### config.mk
export PLATFORM = sky130hd
export DESIGN_NAME = cache_refill_arbiter
export DESIGN_NICKNAME = d
export VERILOG_FILES = /design/src/rtl/cache_refill_arbiter.sv
export SDC_FILE = /design/constraint.sdc
export NUM_CORES = 1
export LEC_CHECK = 0
export CORE_AREA = 2 2 465 467
export CTS_CLUSTER_DIAMETER = 50
export DETAILED_ROUTE_END_ITERATION = 6
export DIE_AREA = 0 0 467 469
export PLACE_DENSITY_LB_ADDON = 0.3
export SETUP_SLACK_MARGIN = 0.2
export SLEW_MARGIN = 20
export SYNTH_ARGS = -nofsm -noshare
export SYNTH_HDL_FRONTEND = slang
export SYNTH_SLANG_ARGS = --single-unit
### constraint.sdc
create_clock -name clk -period 18.25 [get_ports clk]
set_input_delay 2.7375 -clock clk [delete_from_list [all_inputs] [get_ports clk]]
set_output_delay 2.7375 -clock clk [all_outputs]
set_load 0.1 [all_outputs]
### src/rtl/cache_refill_arbiter.sv
// cache_refill_arbiter: shared refill controller between the I-cache, the D-cache
// and the single main-memory read port. The D side has fixed priority. A grant
// starts a fixed-latency block read. The block is returned on WM with a one-cycle
// ready strobe to the winning cache. Per-side grant counters are kept for
// performance analysis.
//
// Ports:
//   clk, rst            clock, asynchronous active-high reset
//   i_req, i_addr       I-cache miss request (level) and miss address
//   d_req, d_addr       D-cache miss request (level) and miss address
//   mem_en, mem_addr    main-memory read enable and block-aligned address
//   mem_rdata           main-memory block, valid on the last fetch cycle
//   WM                  registered refill block shared by both caches
//   i_ready, d_ready    one-cycle refill strobes
//   busy                high whenever the controller is not idle
//   i_miss_cnt          number of I-side grants (wraps)
//   d_miss_cnt          number of D-side grants (wraps)
module cache_refill_arbiter #(
    parameter int unsigned LATENCY = 20
) (
    input  logic         clk,
    input  logic         rst,
    input  logic         i_req,
    input  logic [31:0]  i_addr,
    input  logic         d_req,
    input  logic [31:0]  d_addr,
    output logic         mem_en,
    output logic [31:0]  mem_addr,
    input  logic [511:0] mem_rdata,
    output logic [511:0] WM,
    output logic         i_ready,
    output logic         d_ready,
    output logic         busy,
    output logic [31:0]  i_miss_cnt,
    output logic [31:0]  d_miss_cnt
);

    localparam int unsigned CNT_W = (LATENCY > 1) ? $clog2(LATENCY) : 1;

    typedef enum logic [1:0] {
        IDLE  = 2'd0,
        FETCH = 2'd1,
        DONE  = 2'd2
    } state_t;

    state_t             state;
    logic               owner;   // 1 = D-cache owns the current fill
    logic [CNT_W-1:0]   cnt;

    // Offset bits within a block never reach memory.
    logic unused_offset_bits;
    assign unused_offset_bits = ^{i_addr[5:0], d_addr[5:0]};

    // Grant, fetch sequencing and strobe generation; all outputs registered.
    always_ff @(posedge clk or posedge rst) begin
        if (rst) begin
            state      <= IDLE;
            owner      <= 1'b0;
            cnt        <= '0;
            mem_en     <= 1'b0;
            mem_addr   <= '0;
            WM         <= '0;
            i_ready    <= 1'b0;
            d_ready    <= 1'b0;
            busy       <= 1'b0;
            i_miss_cnt <= '0;
            d_miss_cnt <= '0;
        end else begin
            // Strobes are single-cycle: only the FETCH->DONE edge raises them.
            i_ready <= 1'b0;
            d_ready <= 1'b0;
            case (state)
                IDLE: begin
                    if (d_req) begin
                        owner      <= 1'b1;
                        mem_addr   <= {d_addr[31:6], 6'b0};
                        cnt        <= CNT_W'(LATENCY - 1);
                        d_miss_cnt <= d_miss_cnt + 32'd1;
                        mem_en     <= 1'b1;
                        busy       <= 1'b1;
                        state      <= FETCH;
                    end else if (i_req) begin
                        owner      <= 1'b0;
                        mem_addr   <= {i_addr[31:6], 6'b0};
                        cnt        <= CNT_W'(LATENCY - 1);
                        i_miss_cnt <= i_miss_cnt + 32'd1;
                        mem_en     <= 1'b1;
                        busy       <= 1'b1;
                        state      <= FETCH;
                    end
                end
                FETCH: begin
                    if (cnt != '0) begin
                        cnt <= cnt - CNT_W'(1);
                    end else begin
                        // Memory data is valid only on this final fetch edge.
                        WM      <= mem_rdata;
                        mem_en  <= 1'b0;
                        d_ready <= owner;
                        i_ready <= ~owner;
                        state   <= DONE;
                    end
                end
                DONE: begin
                    busy  <= 1'b0;
                    state <= IDLE;
                end
                default: begin
                    busy   <= 1'b0;
                    mem_en <= 1'b0;
                    state  <= IDLE;
                end
            endcase
        end
    end

endmodule

==> results.md, run 1 <==
- Outcome: finished, final reports clean
- Crit start category: input pin
- WL/cell: 24.0 um
- Time the worst path needs with I/O delays and setup: between 5 and 6 ns
- Number of placed cells counting well taps: approximately 5,500
- Root buffer cell: sky130_fd_sc_hd__clkbuf_16
- Area overhead of the layout relative to synthesis: 81.6%
- H-tree levels: 3
- Arrival time worst endpoint: around 6.5 ns
- Count of hold-fix buffers inserted at cts: 0
- Worst-margin pin slew: 1.19 ns
- Post-synthesis instance total: roughly 1,500
- Path type of the worst setup path: input pin to async pin
- Fraction of layout instances using a drive strength above 1: ~28%
- Global-route wire length before repair: ~180,000 um
- Maximum clock path buffer count: 3
- Number of buffers created by CTS: between 100 and 150
- Number of placement rows: 170
- Post-CTS setup buffer count: 0
- Worst relative slew slack: about a fifth
- Die area: between 0.2 and 0.25 sq mm
- Routed Wire Length: approximately 140,000 um
- Number of cell instances on the worst register-to-register path: 8
- IO Port Bufs: 1,173
- Net count, final: roughly 3,300
- Worst endpoint required time: ~19 ns
- Number of storage elements in the synthesis netlist: just over 600
- Highest Clock Rate: about 170 MHz
- ANT nets after route: 0
- Die Height: around 470 um
- Last element of the critical path: WM[22]
- Most frequent standard cell in the layout excluding fill and tap cells: sky130_fd_sc_hd__clkdlybuf4s50_1
- Met1 WL: roughly 50,000 um
- Path class of the lowest-slack min-delay path: flop to flop
- Avg Synthesized Cell Area: roughly 16 sq um
- Max Fanout on Critical Path: 59
- Drt pass-1 iters: 4
- Final cell count without fillers: 5,727
- Hold Violations, Final: 0
- TritonCTS clock tree: yes
- Vias after detailed routing: roughly 18,000
- Aggregate negative setup slack: 0 ns
- Via count of the first global-routing pass: ~19,000
- Finished Core Util: between 10% and 20%
- Setup violations, final: 0
- RSZ-0062 raised after global routing: no
- Maximum clock skew at final layout: 0.0540 ns
- Starting density of the core: 11.0%
- Sum of met2 wire segment lengths after detailed routing: around 66,000 um
- Top layer in use: met5
- Worst reg-to-reg setup slack: 13.37 ns
- Final Wtd Congestion: approximately 0.86
- Number of sinks on the clock net: 614
- Leading cell types in the layout, fill and taps excluded: sky130_fd_sc_hd__clkdlybuf4s50_1, sky130_fd_sc_hd__dfrtp_1, sky130_fd_sc_hd__mux2_2
- Antenna violations before repair: ~130
- Count of max-cap constraint violations: 0
- Netlist area before placement: ~0.024 sq mm
- Detailed-route vias per instance: 3.19
- Number of different library cells in the post-synthesis netlist: 40
- CTS clock-pin slew for the worst setup and hold paths: 0.05 ns
- Later-pin clock latency in the skew report: between 0.7 and 0.8 ns
- Die Span X: 467 um
- Overall fraction of global-route tracks in use: roughly an eighth
- DRC Markers: 0
- Reg2Reg Launch Point: cnt[0]
- Remaining global-route overflow: 0
- Maximum number of pins on one net before global-route repair: roughly 150
- Count of boundary I/O pins: between 1,000 and 1,500
- Yosys warnings: 0
- Number of design-rule violations left by the first detailed-router iteration: between 600 and 700
- Tcrit/Tclk final: around 31%
- Gates resized, CTS repair: 0
- Core region area: 0.214 sq mm
- Final hold slack: roughly 0.45 ns
- Met3 wire length: between 15,000 and 20,000 um
- Reg-to-reg endpoint: WM[135]
- Part of the Yosys area used for sequential elements: 65.3%
- Type of element capturing the critical path: async pin
- Fin. max-slew vios: 0
- Estimated wirelength of the detail-placed design: around 110,000 um
- Worst setup startpoint: rst
metal layers:
metal / track usage [%] / up-vias
met5: 0 / -
met4: 3.03 / 80
met3: 6.70 / 317
met2: 20.2 / 986
met1: 13.2 / 8925
li1: - / 7958
registers in the layout, summed over array words and instances, names as in the netlist:
| register | count |
|---|---|
| mem_addr | 26 |
| d_ready | 1 |
| i_ready | 1 |
| i_miss_cnt | 32 |
| d_miss_cnt | 32 |
| mem_en | 1 |
| cnt | 5 |
| busy | 1 |
| state | 2 |
| owner | 1 |
| WM | 512 |
through the flow:
step                worst slack (ns)  instance area (sq um)
global placement               11.46                  38500
CTS                            12.33                  42700
finish                         12.53                  42700
floorplan                       7.13                  23600
global route                   11.98                  42700
detailed placement             11.47                  38500
cell usage after synthesis:
cell type                    n  area [sq um]
sky130_fd_sc_hd__or4_4       1          11.3
sky130_fd_sc_hd__nor2b_1     2          12.5
sky130_fd_sc_hd__buf_2      54           270
sky130_fd_sc_hd__nor3b_2     1          12.5
sky130_fd_sc_hd__o21ai_1     1          5.00
sky130_fd_sc_hd__nor3b_1     2          15.0
sky130_fd_sc_hd__a21o_1      1          7.51
sky130_fd_sc_hd__and3_1     12          75.1
sky130_fd_sc_hd__nor4b_1     2          17.5
sky130_fd_sc_hd__nor2_2      1          6.26
sky130_fd_sc_hd__nand2_1    60           225
sky130_fd_sc_hd__nor3_1     11          55.1
sky130_fd_sc_hd__clkbuf_1    7          26.3
sky130_fd_sc_hd__and4_1      7          61.3
sky130_fd_sc_hd__a221o_1     1          10.0
sky130_fd_sc_hd__nor2_1     13          48.8
sky130_fd_sc_hd__mux2_1     35           394
sky130_fd_sc_hd__conb_1      1          3.75
sky130_fd_sc_hd__mux2i_1    26           260
sky130_fd_sc_hd__buf_1       3          11.3
sky130_fd_sc_hd__a22o_1      1          8.76
sky130_fd_sc_hd__xor2_1     18           158
sky130_fd_sc_hd__or4b_1      2          20.0
sky130_fd_sc_hd__nand2b_1    1          6.26
sky130_fd_sc_hd__or4_1       2          15.0
sky130_fd_sc_hd__or3b_1      1          8.76
sky130_fd_sc_hd__nand4_1    27           169
sky130_fd_sc_hd__nor4_2      3          37.5
sky130_fd_sc_hd__o21a_1      1          7.51
sky130_fd_sc_hd__dfrtp_1   614         15400
sky130_fd_sc_hd__inv_1       7          26.3
sky130_fd_sc_hd__a21oi_1     2          10.0
sky130_fd_sc_hd__nor4_1      6          37.5
sky130_fd_sc_hd__xnor2_1    44           385
sky130_fd_sc_hd__mux2_2    477          5370
sky130_fd_sc_hd__ha_1        3          37.5
sky130_fd_sc_hd__o22ai_1     1          6.26
sky130_fd_sc_hd__buf_4      13          97.6
sky130_fd_sc_hd__nand3_1    19          95.1
sky130_fd_sc_hd__o21ai_0    29           145
kinds of logic (layout without fill, tap and decap cells):
group / after synthesis / after routing / share of synthesized area (%)
flops: 614 / 614 / 65.3
compound gates: 37 / 37 / 0.851
other cells: 1 / 32 / 0.0159
buf+inv: 84 / 1430 / 1.83
mux: 538 / 538 / 25.6
xor+xnor: 62 / 62 / 2.31
simple gates: 173 / 173 / 3.95
fa+ha+maj: 3 / 3 / 0.159
final cells by class:
cell class	count	area, sq um
multi-input combinational	819	7790
antenna	26	65.1
tap	2838	3550
clock buffer	144	3290
clock inverter	85	942
fill	23144	171000
inverter	7	30.0
timing repair buffer	1194	11700
sequential	614	15400
worst min path at each step:
stage	cells after the start	to	from	slack (ns)
global placement	1	i_miss_cnt[31]	i_miss_cnt[31]	0.46
floorplan	1	i_ready	owner	0.43
detailed placement	1	d_miss_cnt[31]	d_miss_cnt[31]	0.47
global route	1	i_ready	owner	0.48
CTS	1	i_ready	owner	0.46
finish	1	i_ready	owner	0.45
critical path, stage by stage:
cell and delay, ns:
sky130_fd_sc_hd__clkdlybuf4s50_1 0.44, sky130_fd_sc_hd__clkinvlp_4 0.45, sky130_fd_sc_hd__buf_4 0.74, sky130_fd_sc_hd__buf_4 0.64, sky130_fd_sc_hd__buf_4 0.71, sky130_fd_sc_hd__buf_4 0.66
Power of run 1 is left out: the tool's default activity adds up to more than one toggle a clock period on the data nets, which glitch-free logic cannot reach.
==> inputs of run 2 (changes only) <==
- CORE_AREA: 2 2 465 467 -> 2 2 468 470
- DIE_AREA: 0 0 467 469 -> 0 0 470 472
- clock period: 18.25 -> 5.35 ns (I/O delays scaled with it)
==> run 2 against run 1 <==
Sequential cell count is the same. Register-to-register slack lost 11 ns. Count of clock-buffer cells in the layout shrank 3. Clock skew shrank 0.029 ns. First-iteration DRC count shrank 2.0%. Core utilization shrank 0.23 points.
==> results.md, run 2 (synthesis gave the netlist of run 1 again) <==
- Die Span X: 470 um (was 467 um)
- Type of element capturing the critical path: output pin (was async pin)
- Gates resized, CTS repair: 0 (unchanged)
- Time the worst path needs with I/O delays and setup: roughly 3.3 ns
- ANT nets after route: 0 (unchanged)
- Fraction of layout instances using a drive strength above 1: 26.9% (was 28.2%)
- Area overhead of the layout relative to synthesis: 81.9% (was 81.6%)
- Net count, final: 3,345 (was 3,340)
- Slowest stage cell on the critical path: sky130_fd_sc_hd__clkdlybuf4s50_1 (was sky130_fd_sc_hd__buf_4)
- Final cell count without fillers: 5,732 (was 5,727)
- Delay of the slowest cell on the worst path: 1.26 ns (was 0.74 ns)
- Crit start category: flop (was input pin)
- Later-pin clock latency in the skew report: 0.72 ns (was 0.77 ns)
- Largest register FFs: 512 (unchanged)
- Die Height: 472 um (was 469 um)
- Number of placement rows: 171 (was 170)
- Path type of the worst setup path: flop to output pin (was input pin to async pin)
- Aggregate negative setup slack: 0 ns (unchanged)
- Fin. max-slew vios: 0 (unchanged)
- Starting density of the core: 10.9% (was 11.0%)
- Vias after detailed routing: 18,245 (was 18,266)
- Path class of the lowest-slack min-delay path: flop to flop (unchanged)
- IO Port Bufs: 1,173 (unchanged)
- Global-route wire length before repair: 172,000 um (was 178,000 um)
- Die area: 0.222 sq mm (was 0.219 sq mm)
- Maximum number of pins on one net before global-route repair: 134 (was 145)
- DRC Markers: 0 (unchanged)
- TritonCTS clock tree: yes (unchanged)
- Cell breakdown of the critical path: clkdlybuf4s50_1 (was clkdlybuf4s50_1 > clkinvlp_4 > buf_4 > buf_4 > buf_4 > buf_4)
- Final Wtd Congestion: 0.825 (was 0.858)
- WL/cell: 22.3 um (was 24.0 um)
- Setup violations, final: 0 (unchanged)
- Buffer and inverter count on the worst path: 1 (was 6)
- Number of sinks on the clock net: 614 (unchanged)
- Max Fanout on Critical Path: 6 (was 59)
- Number of design-rule violations left by the first detailed-router iteration: 646 (was 659)
- Root buffer cell: sky130_fd_sc_hd__clkbuf_16 (unchanged)
- H-tree levels: 3 (unchanged)
- Post-CTS setup buffer count: 0 (unchanged)
- Drt pass-1 iters: 5 (was 4)
- Worst relative slew slack: 18.3% (was 20.7%)
- Register name with the most flops: WM (unchanged)
- Hold Violations, Final: 0 (unchanged)
- Most frequent standard cell in the layout excluding fill and tap cells: sky130_fd_sc_hd__clkdlybuf4s50_1 (unchanged)
- Estimated wirelength of the detail-placed design: 106,000 um (was 113,000 um)
- Leading cell types in the layout, fill and taps excluded: sky130_fd_sc_hd__clkdlybuf4s50_1, sky130_fd_sc_hd__dfrtp_1, sky130_fd_sc_hd__mux2_2 (unchanged)
- Count of hold-fix buffers inserted at cts: 0 (unchanged)
- Overall fraction of global-route tracks in use: 11.2% (was 12.1%)
- Number of placed cells counting well taps: 5,502 (was 5,472)
- Detailed-route vias per instance: 3.18 (was 3.19)
- Largest registers: WM: 512 flops, d_miss_cnt: 32 flops, i_miss_cnt: 32 flops (unchanged)
- Worst path top cell family by delay: buffers and inverters (unchanged)
- Core region area: 0.217 sq mm (was 0.214 sq mm)
- Via count of the first global-routing pass: 19,310 (was 18,960)
- Antenna violations before repair: 113 (was 131)
- RSZ-0062 raised after global routing: no (unchanged)
- CTS clock-pin slew for the worst setup and hold paths: 0.05 ns (about the same)
- Number of buffers created by CTS: 112 (was 121)
- Tcrit/Tclk final: about three fifths
- Routed Wire Length: 128,000 um (was 138,000 um)
- Maximum clock skew at final layout: 0.0253 ns (was 0.0540 ns)
- Maximum clock path buffer count: 3 (unchanged)
- Outcome: finished, final reports clean (unchanged)
- Remaining global-route overflow: 0 (unchanged)
- Count of boundary I/O pins: 1,192 (unchanged)
- Count of max-cap constraint violations: 0 (unchanged)
- Worst-margin pin slew: 1.22 ns (was 1.19 ns)
- Arrival time worst endpoint: 2.48 ns (was 6.54 ns)
- Worst endpoint required time: 4.55 ns (was 19.07 ns)
- Highest Clock Rate: 305 MHz
## run 2: changes by cell type in the layout (fill, tap and decap cells not counted), moves of 7 or more
| cell | previous run | this run |
|---|---|---|
| sky130_fd_sc_hd__buf_2 | 12 | 3 |
| sky130_fd_sc_hd__clkdlybuf4s50_1 | 1095 | 1126 |
| sky130_fd_sc_hd__clkinv_4 | 18 | 10 |
| sky130_fd_sc_hd__diode_2 | 26 | 18 |
| sky130_fd_sc_hd__buf_4 | 83 | 70 |
| sky130_fd_sc_hd__clkbuf_16 | 121 | 114 |
| sky130_fd_sc_hd__clkinv_2 | 20 | 13 |
## run 2: worst reg2reg max path, stage by stage, from the launching register on
cell	delay, ns
sky130_fd_sc_hd__dfrtp_1	0.39
sky130_fd_sc_hd__inv_1	0.10
sky130_fd_sc_hd__ha_1	0.24
sky130_fd_sc_hd__or4b_1	0.55
sky130_fd_sc_hd__nor2_4	0.19
sky130_fd_sc_hd__buf_12	0.29
sky130_fd_sc_hd__buf_4	0.89
sky130_fd_sc_hd__mux2_2	0.45
## run 2: stage by stage
step                      hold WS (ns)  util [%]  area, sq um  setup WS, ns
after global routing             0.497      19.8        42800          1.92
after detailed placement         0.470      17.9        38700          2.16
after floorplan                  0.427         -        23600         -3.83
final                            0.478      19.8        42800          2.07
after global placement           0.468      17.9        38700          2.15
after CTS                        0.483      19.8        42800          1.92
## run 2: area by class of cell
| class | instances | area, sq um |
|---|---|---|
| fill | 23397 | 174000 |
| sequential | 614 | 15400 |
| timing repair buffer | 1208 | 12000 |
| multi-input combinational | 819 | 7770 |
| tap | 2854 | 3570 |
| clock buffer | 141 | 3110 |
| clock inverter | 71 | 920 |
| antenna | 18 | 45.0 |
| inverter | 7 | 30.0 |
## run 2: path summary, 6_finish.rpt
check,cells after the start,slack (ns),end,startpoint
setup / recovery,1,2.07,i_miss_cnt[15],i_miss_cnt[15]
hold reg to reg,2,0.48,mem_addr[12],mem_addr[12]
min in group asynchronous,2,0.57,WM[187],rst
hold / removal,2,0.48,mem_addr[12],mem_addr[12]
setup reg to reg,7,2.14,WM[216],cnt[0]
max in group asynchronous,4,3.54,WM[112],rst
## run 2: routing by layer
metal	wire [um]	track usage (%)	share of wire [%]	vias up
met3	13900	5.61	11	283
met4	4570	3.79	3.6	52
met2	56000	17.3	44	1011
met1	52900	13.5	41	8972
li1	-	-	-	7927
met5	338	0	0.26	-
Power of run 2 is left out for the same reason.
==> inputs of run 3 (changes only) <==
- CORE_AREA: 2 2 468 470 -> 2 2 465 467
- DIE_AREA: 0 0 470 472 -> 0 0 467 469
- clock period: 5.35 -> 2.92 ns (I/O delays scaled with it)
==> run 3 against run 2 <==
Non-clock buffer count rose by 26. First-iteration DRC count fell by 0.77%. Global-route usage rose by 0.83 points. Sequential cell count did not move. Critical path depth rose by 5. Count of clock-buffer cells in the layout fell by 5. Clock skew rose by 0.018 ns. Routed wire length rose by 7.6%. Design area fell by 2.5%. Worst hold slack got worse by 0.24 ns. Core utilization fell by 0.25 points. Largest cell class unchanged. Highest routed layer unchanged.
==> results.md, run 3 (synthesis gave the netlist of run 1 again) <==
- Number of buffers created by CTS: 112 (unchanged)
- Number of design-rule violations left by the first detailed-router iteration: 641 (was 646)
- H-tree levels: 3 (unchanged)
- Finished Core Util: 19.5% (was 19.8%)
- Largest registers: WM: 512 flops, d_miss_cnt: 32 flops, i_miss_cnt: 32 flops (unchanged)
- Number of sinks on the clock net: 614 (unchanged)
- ANT nets after route: 0 (unchanged)
- Worst endpoint required time: 3.51 ns (was 4.55 ns)
- Final hold slack: 0.239 ns (was 0.478 ns)
- Antenna violations before repair: 122 (was 113)
- Outcome: finished, final reports clean (unchanged)
- Worst path top cell family by delay: simple AND/OR/NAND/NOR gates (was buffers and inverters)
- Vias after detailed routing: 18,342 (was 18,245)
- Final Wtd Congestion: 0.853 (was 0.825)
- Register name with the most flops: WM (unchanged)
- WL/cell: 23.9 um (was 22.3 um)
- Worst reg-to-reg setup slack: 0.36 ns (was 2.14 ns)
- RSZ-0062 raised after global routing: no (unchanged)
- Maximum clock skew at final layout: 0.0430 ns (was 0.0253 ns)
- Count of boundary I/O pins: 1,192 (unchanged)
- Starting density of the core: 11.0% (was 10.9%)
- Fin. max-slew vios: 0 (unchanged)
- Leading cell types in the layout, fill and taps excluded: sky130_fd_sc_hd__buf_4, sky130_fd_sc_hd__dfrtp_1, sky130_fd_sc_hd__clkdlybuf4s50_1 (was sky130_fd_sc_hd__clkdlybuf4s50_1, sky130_fd_sc_hd__dfrtp_1, sky130_fd_sc_hd__mux2_2)
- Max Fanout on Critical Path: 50 (was 6)
- Count of max-cap constraint violations: 0 (unchanged)
- Later-pin clock latency in the skew report: 0.75 ns (was 0.72 ns)
- Arrival time worst endpoint: 3.16 ns (was 2.48 ns)
- Buffer and inverter count on the worst path: 2 (was 1)
- Time the worst path needs with I/O delays and setup: around 2.6 ns
- Die Height: 469 um (was 472 um)
- Crit start category: flop (unchanged)
- Detailed-route vias per instance: 3.20 (was 3.18)
- Path class of the lowest-slack min-delay path: input pin to flop (was flop to flop)
- Via count of the first global-routing pass: 19,067 (was 19,310)
- Core region area: 0.214 sq mm (was 0.217 sq mm)
- Cell breakdown of the critical path: inv_1 > ha_1 > or4b_1 > nor2_4 > buf_4 > mux2_2 (was clkdlybuf4s50_1)
- Drt pass-1 iters: 5 (unchanged)
- Number of placement rows: 170 (was 171)
- Maximum clock path buffer count: 3 (unchanged)
- Tcrit/Tclk final: between 80% and 90%
- Highest Clock Rate: 390 MHz
- Fraction of layout instances using a drive strength above 1: 46.8% (was 26.9%)
- Global-route wire length before repair: 178,000 um (was 172,000 um)
- Routed Wire Length: 137,000 um (was 128,000 um)
- Overall fraction of global-route tracks in use: 12.1% (was 11.2%)
- DRC Markers: 0 (unchanged)
- Type of element capturing the critical path: flop (was output pin)
- Post-CTS setup buffer count: 0 (unchanged)
- Slowest stage cell on the critical path: sky130_fd_sc_hd__buf_4 (was sky130_fd_sc_hd__clkdlybuf4s50_1)
- Worst relative slew slack: 51.5% (was 18.3%)
- Die Span X: 467 um (was 470 um)
- IO Port Bufs: 1,173 (unchanged)
- Remaining global-route overflow: 0 (unchanged)
- Maximum number of pins on one net before global-route repair: 93 (was 134)
- CTS clock-pin slew for the worst setup and hold paths: 0.05 ns (about the same)
- Delay of the slowest cell on the worst path: 0.59 ns (was 1.26 ns)
- Most frequent standard cell in the layout excluding fill and tap cells: sky130_fd_sc_hd__buf_4 (was sky130_fd_sc_hd__clkdlybuf4s50_1)
- Hold Violations, Final: 0 (unchanged)
- TritonCTS clock tree: yes (unchanged)
- Worst-margin pin slew: 0.728 ns (was 1.22 ns)
- Count of filler cells inserted in the layout: 23,280 (was 23,397)
- Root buffer cell: sky130_fd_sc_hd__clkbuf_16 (unchanged)
- Setup violations, final: 0 (unchanged)
- Die area: 0.219 sq mm (was 0.222 sq mm)
- Count of hold-fix buffers inserted at cts: 0 (unchanged)
- Area overhead of the layout relative to synthesis: 77.4% (was 81.9%)
- Net count, final: 3,371 (was 3,345)
- Path type of the worst setup path: flop to flop (was flop to output pin)
- Gates resized, CTS repair: 0 (unchanged)
- Largest register FFs: 512 (unchanged)
- Estimated wirelength of the detail-placed design: 115,000 um (was 106,000 um)
==> run 3: through the flow <==
stage          worst slack [ns]  area (sq um)  instances   TNS, ns
6_report                  0.356         41700       5740         0
5_1_grt                   0.204         41700       5726         0
3_5_place_dp              0.263         37700       5512         0
4_1_cts                   0.316         41700       5724         0
2_1_floorplan             -5.90         23600       1517  -3620.79
3_3_place_gp              0.292         37700       5512         0
==> run 3: path summary, 6_finish.rpt <==
path	startpoint	cells past startpoint	endpoint
hold / removal	d_req	3	mem_en
setup reg to reg	cnt[0]	6	WM[112]
setup / recovery	cnt[0]	6	WM[112]
max in group asynchronous	rst	4	WM[486]
hold reg to reg	owner	1	i_ready
min in group asynchronous	rst	3	WM[154]
==> run 3: routing by layer <==
metal / part of all wire, % / GRT usage, %
met5: 0.36 / 0
met4: 2.8 / 3.03
met3: 11 / 6.34
met1: 38 / 13.2
met2: 48 / 20.3
==> run 3: final cells by class <==
type	count	area, sq um	area share (%)
Inverter	7	30.0	0.0719
Sequential cell	614	15400	36.8
Antenna cell	16	40.0	0.0959
Timing Repair Buffer	1234	11000	26.3
Multi-Input combinational cell	819	7790	18.7
Clock inverter	76	980	2.35
Tap cell	2838	3550	8.51
Clock buffer	136	3000	7.20
==> run 3: worst register-to-register path, delay by kind of cell, from the launching register on <==
kind                       cells  cell delay [ns]
adders and majority gates      1             0.22
buffers and inverters          2             0.69
DFF                            1             0.39
muxes                          1             0.45
and+or+nand+nor                2             0.71
Power of run 3 is left out for the same reason.
